$ cat src/rtl/uart_pkg.sv
// Shared definitions for the UART-side register command responder:
// FSM state encoding, default response bytes and command field layout.
package uart_pkg;

  typedef enum logic [2:0] {
    ST_IDLE     = 3'd0,
    ST_GET_DATA = 3'd1,
    ST_REG_WR   = 3'd2,
    ST_REG_RD   = 3'd3,
    ST_RD_WAIT  = 3'd4,
    ST_SEND     = 3'd5,
    ST_WAIT_HI  = 3'd6,
    ST_WAIT_LO  = 3'd7
  } state_e;

  localparam logic [7:0]  ACK_BYTE_DEF  = 8'h06;
  localparam logic [7:0]  NAK_BYTE_DEF  = 8'h15;
  localparam int unsigned CMD_WR_BIT    = 32'd7;
  localparam logic [7:0]  CMD_RSVD_MASK = 8'h70;

  // Reserved bits 6:4 must be zero for a command to be honoured.
  function automatic logic cmd_is_valid(input logic [7:0] cmd);
    return ((cmd & CMD_RSVD_MASK) == 8'h00);
  endfunction

endpackage

$ cat src/rtl/uart_timeout_counter.sv
// Saturating cycle counter used to bound the data-byte and transmitter-accept waits.
// Counts while enabled, saturates at TIMEOUT_CYCLES and reports expiry there.
module uart_timeout_counter #(
  parameter int unsigned TIMEOUT_CYCLES = 100000
) (
  input  logic clk,
  input  logic reset,
  input  logic clear,
  input  logic enable,
  output logic expired
);

  localparam int unsigned CW = $clog2(TIMEOUT_CYCLES + 1);
  localparam logic [CW-1:0] LIMIT = CW'(TIMEOUT_CYCLES);
  localparam logic [CW-1:0] ONE   = CW'(1);

  logic [CW-1:0] cnt_q, cnt_d;

  always_comb begin
    cnt_d = cnt_q;
    if (clear) begin
      cnt_d = '0;
    end else if (enable && (cnt_q != LIMIT)) begin
      cnt_d = cnt_q + ONE;
    end else begin
      cnt_d = cnt_q;
    end
  end

  always_ff @(posedge clk or posedge reset) begin
    if (reset) begin
      cnt_q <= '0;
    end else begin
      cnt_q <= cnt_d;
    end
  end

  assign expired = (cnt_q == LIMIT);

endmodule

$ cat src/rtl/uart_reg_responder.sv
// Decodes single-byte register read/write commands from the UART receiver,
// drives the register bus and returns one ACK/NAK/read-data byte to the transmitter.
module uart_reg_responder
  import uart_pkg::*;
#(
  parameter int unsigned ADDR_WIDTH     = 4,
  parameter int unsigned TIMEOUT_CYCLES = 100000,
  parameter logic [7:0]  ACK_BYTE       = ACK_BYTE_DEF,
  parameter logic [7:0]  NAK_BYTE       = NAK_BYTE_DEF
) (
  input  logic                  clk,
  input  logic                  reset,
  input  logic                  rx_data_valid,
  input  logic [7:0]            rx_data,
  input  logic                  rx_par_error,
  input  logic                  rx_frame_error,
  output logic                  tx_data_valid,
  output logic [7:0]            tx_data,
  input  logic                  tx_busy,
  output logic [ADDR_WIDTH-1:0] reg_addr,
  output logic                  reg_wr_en,
  output logic [7:0]            reg_wr_data,
  output logic                  reg_rd_en,
  input  logic [7:0]            reg_rd_data,
  output logic                  busy,
  output logic                  rx_overrun
);

  state_e                state_q, state_d;
  logic [ADDR_WIDTH-1:0] addr_q, addr_d;
  logic [7:0]            wr_data_q, wr_data_d;
  logic [7:0]            tx_data_q, tx_data_d;
  logic                  overrun_q, overrun_d;
  logic                  to_clear, to_en, to_expired;
  logic                  rx_err;

  assign rx_err = rx_par_error | rx_frame_error;
  assign to_en  = (state_q == ST_GET_DATA) || (state_q == ST_WAIT_HI);

  uart_timeout_counter #(
    .TIMEOUT_CYCLES(TIMEOUT_CYCLES)
  ) u_timeout (
    .clk    (clk),
    .reset  (reset),
    .clear  (to_clear),
    .enable (to_en),
    .expired(to_expired)
  );

  always_comb begin
    state_d   = state_q;
    addr_d    = addr_q;
    wr_data_d = wr_data_q;
    tx_data_d = tx_data_q;
    to_clear  = 1'b0;
    case (state_q)
      ST_IDLE: begin
        if (rx_data_valid) begin
          if (rx_err || !cmd_is_valid(rx_data)) begin
            tx_data_d = NAK_BYTE;
            state_d   = ST_SEND;
          end else if (rx_data[CMD_WR_BIT]) begin
            addr_d   = rx_data[ADDR_WIDTH-1:0];
            to_clear = 1'b1;
            state_d  = ST_GET_DATA;
          end else begin
            addr_d  = rx_data[ADDR_WIDTH-1:0];
            state_d = ST_REG_RD;
          end
        end else begin
          state_d = ST_IDLE;
        end
      end
      ST_GET_DATA: begin
        // A byte arriving on the expiry cycle still wins over the timeout.
        if (rx_data_valid) begin
          if (rx_err) begin
            tx_data_d = NAK_BYTE;
            state_d   = ST_SEND;
          end else begin
            wr_data_d = rx_data;
            state_d   = ST_REG_WR;
          end
        end else if (to_expired) begin
          state_d = ST_IDLE;
        end else begin
          state_d = ST_GET_DATA;
        end
      end
      ST_REG_WR: begin
        tx_data_d = ACK_BYTE;
        state_d   = ST_SEND;
      end
      ST_REG_RD: begin
        state_d = ST_RD_WAIT;
      end
      ST_RD_WAIT: begin
        tx_data_d = reg_rd_data;
        state_d   = ST_SEND;
      end
      ST_SEND: begin
        if (!tx_busy) begin
          to_clear = 1'b1;
          state_d  = ST_WAIT_HI;
        end else begin
          state_d = ST_SEND;
        end
      end
      ST_WAIT_HI: begin
        if (tx_busy) begin
          state_d = ST_WAIT_LO;
        end else if (to_expired) begin
          state_d = ST_IDLE;
        end else begin
          state_d = ST_WAIT_HI;
        end
      end
      ST_WAIT_LO: begin
        if (!tx_busy) begin
          state_d = ST_IDLE;
        end else begin
          state_d = ST_WAIT_LO;
        end
      end
      default: begin
        state_d = ST_IDLE;
      end
    endcase
  end

  // Bytes that arrive while a response is in progress are lost; remember that.
  always_comb begin
    overrun_d = overrun_q;
    if (rx_data_valid && (state_q != ST_IDLE) && (state_q != ST_GET_DATA)) begin
      overrun_d = 1'b1;
    end else begin
      overrun_d = overrun_q;
    end
  end

  always_ff @(posedge clk or posedge reset) begin
    if (reset) begin
      state_q   <= ST_IDLE;
      addr_q    <= '0;
      wr_data_q <= 8'h00;
      tx_data_q <= 8'h00;
      overrun_q <= 1'b0;
    end else begin
      state_q   <= state_d;
      addr_q    <= addr_d;
      wr_data_q <= wr_data_d;
      tx_data_q <= tx_data_d;
      overrun_q <= overrun_d;
    end
  end

  // Launch is qualified by the live busy input so a free transmitter is used the same cycle.
  assign tx_data_valid = (state_q == ST_SEND) && !tx_busy;
  assign tx_data       = tx_data_q;
  assign reg_addr      = addr_q;
  assign reg_wr_data   = wr_data_q;
  assign reg_wr_en     = (state_q == ST_REG_WR);
  assign reg_rd_en     = (state_q == ST_REG_RD);
  assign busy          = (state_q != ST_IDLE);
  assign rx_overrun    = overrun_q;

endmodule

$ cat config.mk
export PLATFORM = sky130hd
export DESIGN_NAME = uart_reg_responder
export DESIGN_NICKNAME = d
export VERILOG_FILES = /design/src/rtl/uart_pkg.sv /design/src/rtl/uart_timeout_counter.sv /design/src/rtl/uart_reg_responder.sv
export SDC_FILE = /design/constraint.sdc
export NUM_CORES = 1
export LEC_CHECK = 0
export ABC_AREA = 1
export CORE_UTILIZATION = 55
export DETAILED_ROUTE_END_ITERATION = 7
export MAX_ROUTING_LAYER = met4
export PLACE_DENSITY = 0.93
export SETUP_SLACK_MARGIN = 0.1
export SYNTH_ARGS = -nofsm -noshare
export SYNTH_HDL_FRONTEND = slang
export SYNTH_SLANG_ARGS = --single-unit
$ cat constraint.sdc
create_clock -name clk -period 2.7 [get_ports clk]
set_input_delay 0.405 -clock clk [delete_from_list [all_inputs] [get_ports clk]]
set_output_delay 0.405 -clock clk [all_outputs]
set_load 0.05 [all_outputs]
==> impl_results.md <==
* Via density at 5.24
* Total Wirelength at 5360 um
* Starting density of the core at 58.2%
* Largest cells by area after synthesis: dfrtp_1 (43%), nand2_1 (14%), nand3_1 (7.6%)
* First-pass GRT wire length at 8990 um
* CTS tree: done
* RSZ-0062 raised after global routing: no
* Chip width at 67.5 um
* Share of flip-flops with an asynchronous set or reset at 100%
* Type of origin of the critical path: flip-flop
* Dominant cell type by area after synthesis: dfrtp_1
* Via count at 2,153
* Mapped cell area at 0.00236 mm^2
* Final hold slack at 0.480 ns
* Pre-Repair DR Iteration Count at 4
* Pin count of the biggest net entering global routing at 42
* Max IR drop VDD at 0.000741 V
* Netlist cell types at 29
* CP required at 2.30 ns
* Tot GR Track Use at 27.2%
* Hold Fails Final Rpt at 0
* Max-slew violation count at 0
* Fin crit period at 2.39 ns
* PortBufs at 46
* Pre-CTS WS at 0.661 ns
* Register clock-pin slew on the reported worst setup and hold paths at 0.08 ns
* Ys flop type: dfrtp_1
* Core area at 0.00406 mm^2
* Skew-Pair Late Insertion Delay at 0.30 ns
* Maxcap violations at 0
* Placed insts at 403
* Worst setup EP type: output port
* Hpwl dp at 3810 um
* Layout cells sized above 1 at 8.03%
* HP Class: flip-flop to flip-flop
* Top cell type's share of synthesized area at 43.5%
* Drc violations at 0
* Post-CTS Hold Buffers at 0
* Area grow syn2layout at 24.7%
* CTS root buf: clkbuf_8
* Die Ht at 67.5 um
* EDFF count, synth at 0
* Diode count at 0
* I/O pin count at 47
* TritonCTS Buffers at 5
* Final period util at 88.6%
* CTS H-Tree Depth at 2
* Clk_skew at 0.00882 ns
* Post-CTS Setup Inserts at 0
* Avg Inst Size Synth at 7.56 um^2
* Fin area at 0.00294 mm^2
* # setup viols final at 0
* Status: finished clean
* CTS sink count at 41
* Critical Path AT at 1.99 ns
* Initial antenna violation count at 0
* Post-CTS Resized at 0
* Most common cell after layout, fill and taps aside: nand2_1
* Area post-placement at 0.00283 mm^2
* Total global routing overflow at 0
* GP Congestion at 0.885
* Setup CP Type: flip-flop to output port
* Final net count at 384
* Fmax at 0.418 GHz
* Commonest non-fill, non-tap cells in the layout: nand2_1 (89), clkdlybuf4s50_1 (45), dfrtp_1 (41), nor2_1 (36), nand3_1 (36)
* Sequential share of the synthesized area at 43.5%
* Synthesized Nets at 336
* 1st-iter DRT viols at 155
* FP Rows at 23
* CP max FO at 8
* Number of global-route vias before repair at 2,056
* Leak at 0.00139 uW
* Ys Warns at 0
* Yosys reg bits at 41
* Post-route setup slack at 0.308 ns
* Post-route ant nets at 0
* Cell Pwr Density at 959 mW/mm^2
* Syn Inst Count at 312
* Die area at 0.00456 mm^2
* Non-Filler Instances at 411
* Worst-margin pin slew at 0.531 ns
* Drt wl/cell at 13.0 um
* CTS max path bufs at 2
* Final TNS setup at 0 ns
* Rel. slew slack at 64.6%
## power breakdown
part           leakage [uW]  switching (uW)  internal (uW)
sequential         0.000535             139            771
combinational      0.000795             975            434
clock             0.0000554             224            278
total               0.00139            1340           1480
## through the flow
step,util [%],total power [uW]
finish,72.5,2820
global route,72.5,2990
CTS,72.5,2830
detailed placement,69.8,2330
global placement,69.8,2280
floorplan,-,1930
## sequential cells by signal (all words and copies together), names as in the netlist
signal	cells
reg_addr	4
reg_wr_data	8
rx_overrun	1
state_q	3
tx_data	8
u_timeout.cnt_q	17
## final timing paths
| check | startpoint | depth (start not counted) | slack, ns | endpoint |
|---|---|---|---|---|
| worst max-delay path | state_q[2] | 2 | 0.31 | reg_wr_en |
| worst min-delay path | tx_data[5] | 2 | 0.48 | tx_data[5] |
| worst max register to register | u_timeout.cnt_q[0] | 9 | 0.94 | u_timeout.cnt_q[12] |
| worst min register to register | tx_data[5] | 2 | 0.48 | tx_data[5] |
| max in group asynchronous | reset | 3 | 1.80 | reg_addr[2] |
| min in group asynchronous | reset | 3 | 0.52 | u_timeout.cnt_q[2] |
## area by class of cell
type / instances / area (um^2)
sequential: 41 / 1030
fill: 305 / 1120
multi-input combinational: 228 / 1130
clock inverter: 2 / 38.8
tap: 50 / 62.6
timing repair buffer: 48 / 473
inverter: 36 / 138
clock buffer: 6 / 72.6
## per-layer routing
metal  up-vias  share of wire, %  GRT usage (%)  wire length, um
met5         -                 0              -                0
met4         0              0.78           5.32               42
met3         7               4.9           8.45              260
met2        51                49           45.7             2650
met1      1000                45           32.0             2410
li1       1095                 -              -                -
## cell usage after synthesis (2+ instances only)
cell type and count:
nand2_1 89, dfrtp_1 41, nand3_1 36, nor2_1 36
inv_1 34, nand4_1 10, nand3b_1 8, a21oi_1 6
nor3_1 6, o21ai_0 6, o21ai_2 6, xor2_1 6
buf_6 4, nor2_2 4, nand2_2 3, buf_4 2
ha_1 2, o21bai_1 2
## critical path: stages (launching register included)
cell and delay (ns):
dfrtp_1 0.49, nor3_1 0.33, clkdlybuf4s50_1 0.87
## cell families after synthesis
kind of cell,synth area share (%)
adders and majority gates,1.06
xor gates and xnor gates,2.60
AOI/OAI and AO/OA,6.10
buffers and inverters,8.59
and+or+nand+nor,38.2
DFF,43.5
(Power assumes the default switching activity.)
==> RTL change: new RTL, same settings <==
`ADDR_WIDTH`: 4 -> 3.
--- a/src/rtl/uart_reg_responder.sv
+++ b/src/rtl/uart_reg_responder.sv
@@ -3,7 +3,7 @@
 module uart_reg_responder
   import uart_pkg::*;
 #(
-  parameter int unsigned ADDR_WIDTH     = 4,
+  parameter int unsigned ADDR_WIDTH     = 3,
   parameter int unsigned TIMEOUT_CYCLES = 100000,
   parameter logic [7:0]  ACK_BYTE       = ACK_BYTE_DEF,
   parameter logic [7:0]  NAK_BYTE       = NAK_BYTE_DEF
Interface: changed (resized reg_addr); port bits go from 47 to 46. No check against the original RTL was run, so the function may have changed too.
==> RTL change against the unedited design <==
  * Count of clock-buffer cells in the layout is the same
  * Synthesized cell count increased by 0.96%
  * Design area is 0.38% lower
  * Area after synthesis rose by 1.2%
  * Utilization decreased by 0.79 points
  * Wire length rose by 2.7%
  * Worst setup slack worse by 0.019 ns
  * Sequential cell count is 1 lower
  * Power down 2.5%
==> RTL change: results (changes against the unedited design) <==
Critical path
  • Crit Reg-Reg Startpoint: u_timeout.cnt_q[1]
  • CP peak stage delay: 0.83 ns (-0.04 ns)
  • Crit-path max FO: 7 (-1)
  • CP startpoint: state_q[0]
  • Worst EP arrival: 2.01 ns (+0.02 ns)
  • Top delay family on crit path: buffers and inverters
  • Slowest-stage cell, CP: clkdlybuf4s50_1

Synth
  • Ys async rst share: 100% (unchanged)
  • Synth cell types: 28 (-3.4%)
  • Synth warn: 0 (unchanged)
  • Top cells by area, synth: dfrtp_1, nand2_1, nor2_1, nand3_1, inv_1
  • Synth cell count leaders: nand2_1, nor2_1, dfrtp_1
  • Sequential element share of the synthesized area: 41.9% (-1.6 points)
  • Post-synth top area share: 41.9% (-1.6 points)
  • Post-synth net total: 339 (+0.89%)
  • Number of synthesized flops with an enable pin: 0 (unchanged)
  • Post-synth top area cell: dfrtp_1

Route
  • Initial drt markers: 161 (+3.9%)
  • DR vias/cell: 5.32 (+1.5%)
  • Routed WL: 5500 um (+2.7%)
  • First drt pass iteration count: 4 (unchanged)
  • DRT antenna net count: 0 (unchanged)

GRT
  • Initial antenna violation count: 0 (unchanged)
  • Largest net degree at the start of global routing: 41 (-2.4%)
  • Global Route met1 Usage: 30.8% (-1.2 points)
  • Aggregate global-route resource usage: 28.1% (+0.93 points)
  • Vias in the first global route: 2180 (+6.0%)
  • Global-route wire length before repair: 9460 um (+5.2%)
  • GR peak layer: met2
  • Met3 usage: 6.00% (-2.4 points)
  • GRT met2 Usage: 49.4% (+3.7 points)

Finish
  • Top reg by flops: u_timeout.cnt_q
  • Fillers: 313 (+2.6%)
  • Final net count: 386 (+0.52%)
  • N_diodes: 0 (unchanged)
  • Max reg flops: 17 (unchanged)
  • Share of cells above drive strength 1: 8.82% (+0.78 points)

Clock network
  • Post-CTS resize count: 0 (unchanged)
  • H-tree Lvls: 2 (unchanged)
  • Post-CTS Setup Repair Bufs: 0 (unchanged)
  • Clock buffer count from CTS: 5 (unchanged)
  • Clk_lat worst skew: 0.30 ns (about the same)

Placed design
  • Port bufs: 45 (-2.2%)
  • Final Wtd Congestion: 0.893 (+0.99%)
  • DP HPWL: 3970 um (+4.4%)
  • Pre-CTS WS: 0.638 ns (-0.0228 ns)

STA
  • Max transition margin: 64.4% (-0.19 points)
  • Layout Skew: 0.0108 ns (+0.00201 ns)

Run status
  • Outcome: finished, final reports clean

Hold path
  • HP Start: rx_overrun

Pwr
  • Max VDD drop: 0.000762 V (+2.9%)
  • Static leakage: 1.40 nW (+0.82%)
RTL change: changes by cell type after synthesis, moves of 6 or more:
cell	unedited run	this run
nor2_1	36	46
nand2_1	89	96
a21oi_1	6	0
nand3_1	36	30
RTL change: cell families after synthesis:
logic type | Yosys count | synth area share [%]
simple gates | 201 | 38.6
buf+inv | 41 | 8.75
flops | 40 | 41.9
compound gates | 24 | 7.12
xor+xnor | 7 | 2.57
fa+ha+maj | 2 | 1.05
RTL change: cell type report:
type | count | area, sq um | area share (%)
clock inverters | 2 | 10.0 | 0.342
clock buffers | 6 | 82.6 | 2.82
multi-input cells | 234 | 1180 | 40.2
flip-flops and latches | 40 | 1000 | 34.2
repair buffers | 47 | 463 | 15.8
well taps | 50 | 62.6 | 2.13
inverters | 34 | 133 | 4.53
RTL change: report_power, final:
group	internal [mW]	switching, mW	total [mW]
Combinational	0.436	0.997	1.43
Clock	0.204	0.216	0.420
Sequential	0.752	0.146	0.898
RTL change: routing by layer:
metal  routed length, um  vias up
met2                2820       74
met4                  91        0
met1                2310     1010
met5                   0        -
met3                 281       14
li1                    -     1099
RTL change: per-stage QoR:
stage / hold WS (ns) / std cells / utilization [%] / power (mW) / area [sq um]
2_1_floorplan: 0.519 / 315 / - / 1.94 / 2390
3_3_place_gp: 0.462 / 405 / 69.4 / 2.28 / 2840
3_5_place_dp: 0.465 / 405 / 69.4 / 2.32 / 2840
4_1_cts: 0.487 / 413 / 71.7 / 2.75 / 2930
5_1_grt: 0.501 / 413 / 71.7 / 2.91 / 2930
6_report: 0.487 / 413 / 71.7 / 2.75 / 2930
RTL change: worst paths after layout:
check                                      end  cells past startpoint  slack [ns]
setup / recovery                     reg_wr_en                      4        0.29
hold / removal                      rx_overrun                      1        0.49
hold reg to reg                     rx_overrun                      1        0.49
max in group asynchronous  u_timeout.cnt_q[15]                      3        1.80
setup reg to reg           u_timeout.cnt_q[16]                      9        1.00
min in group asynchronous       reg_wr_data[7]                      3        0.54
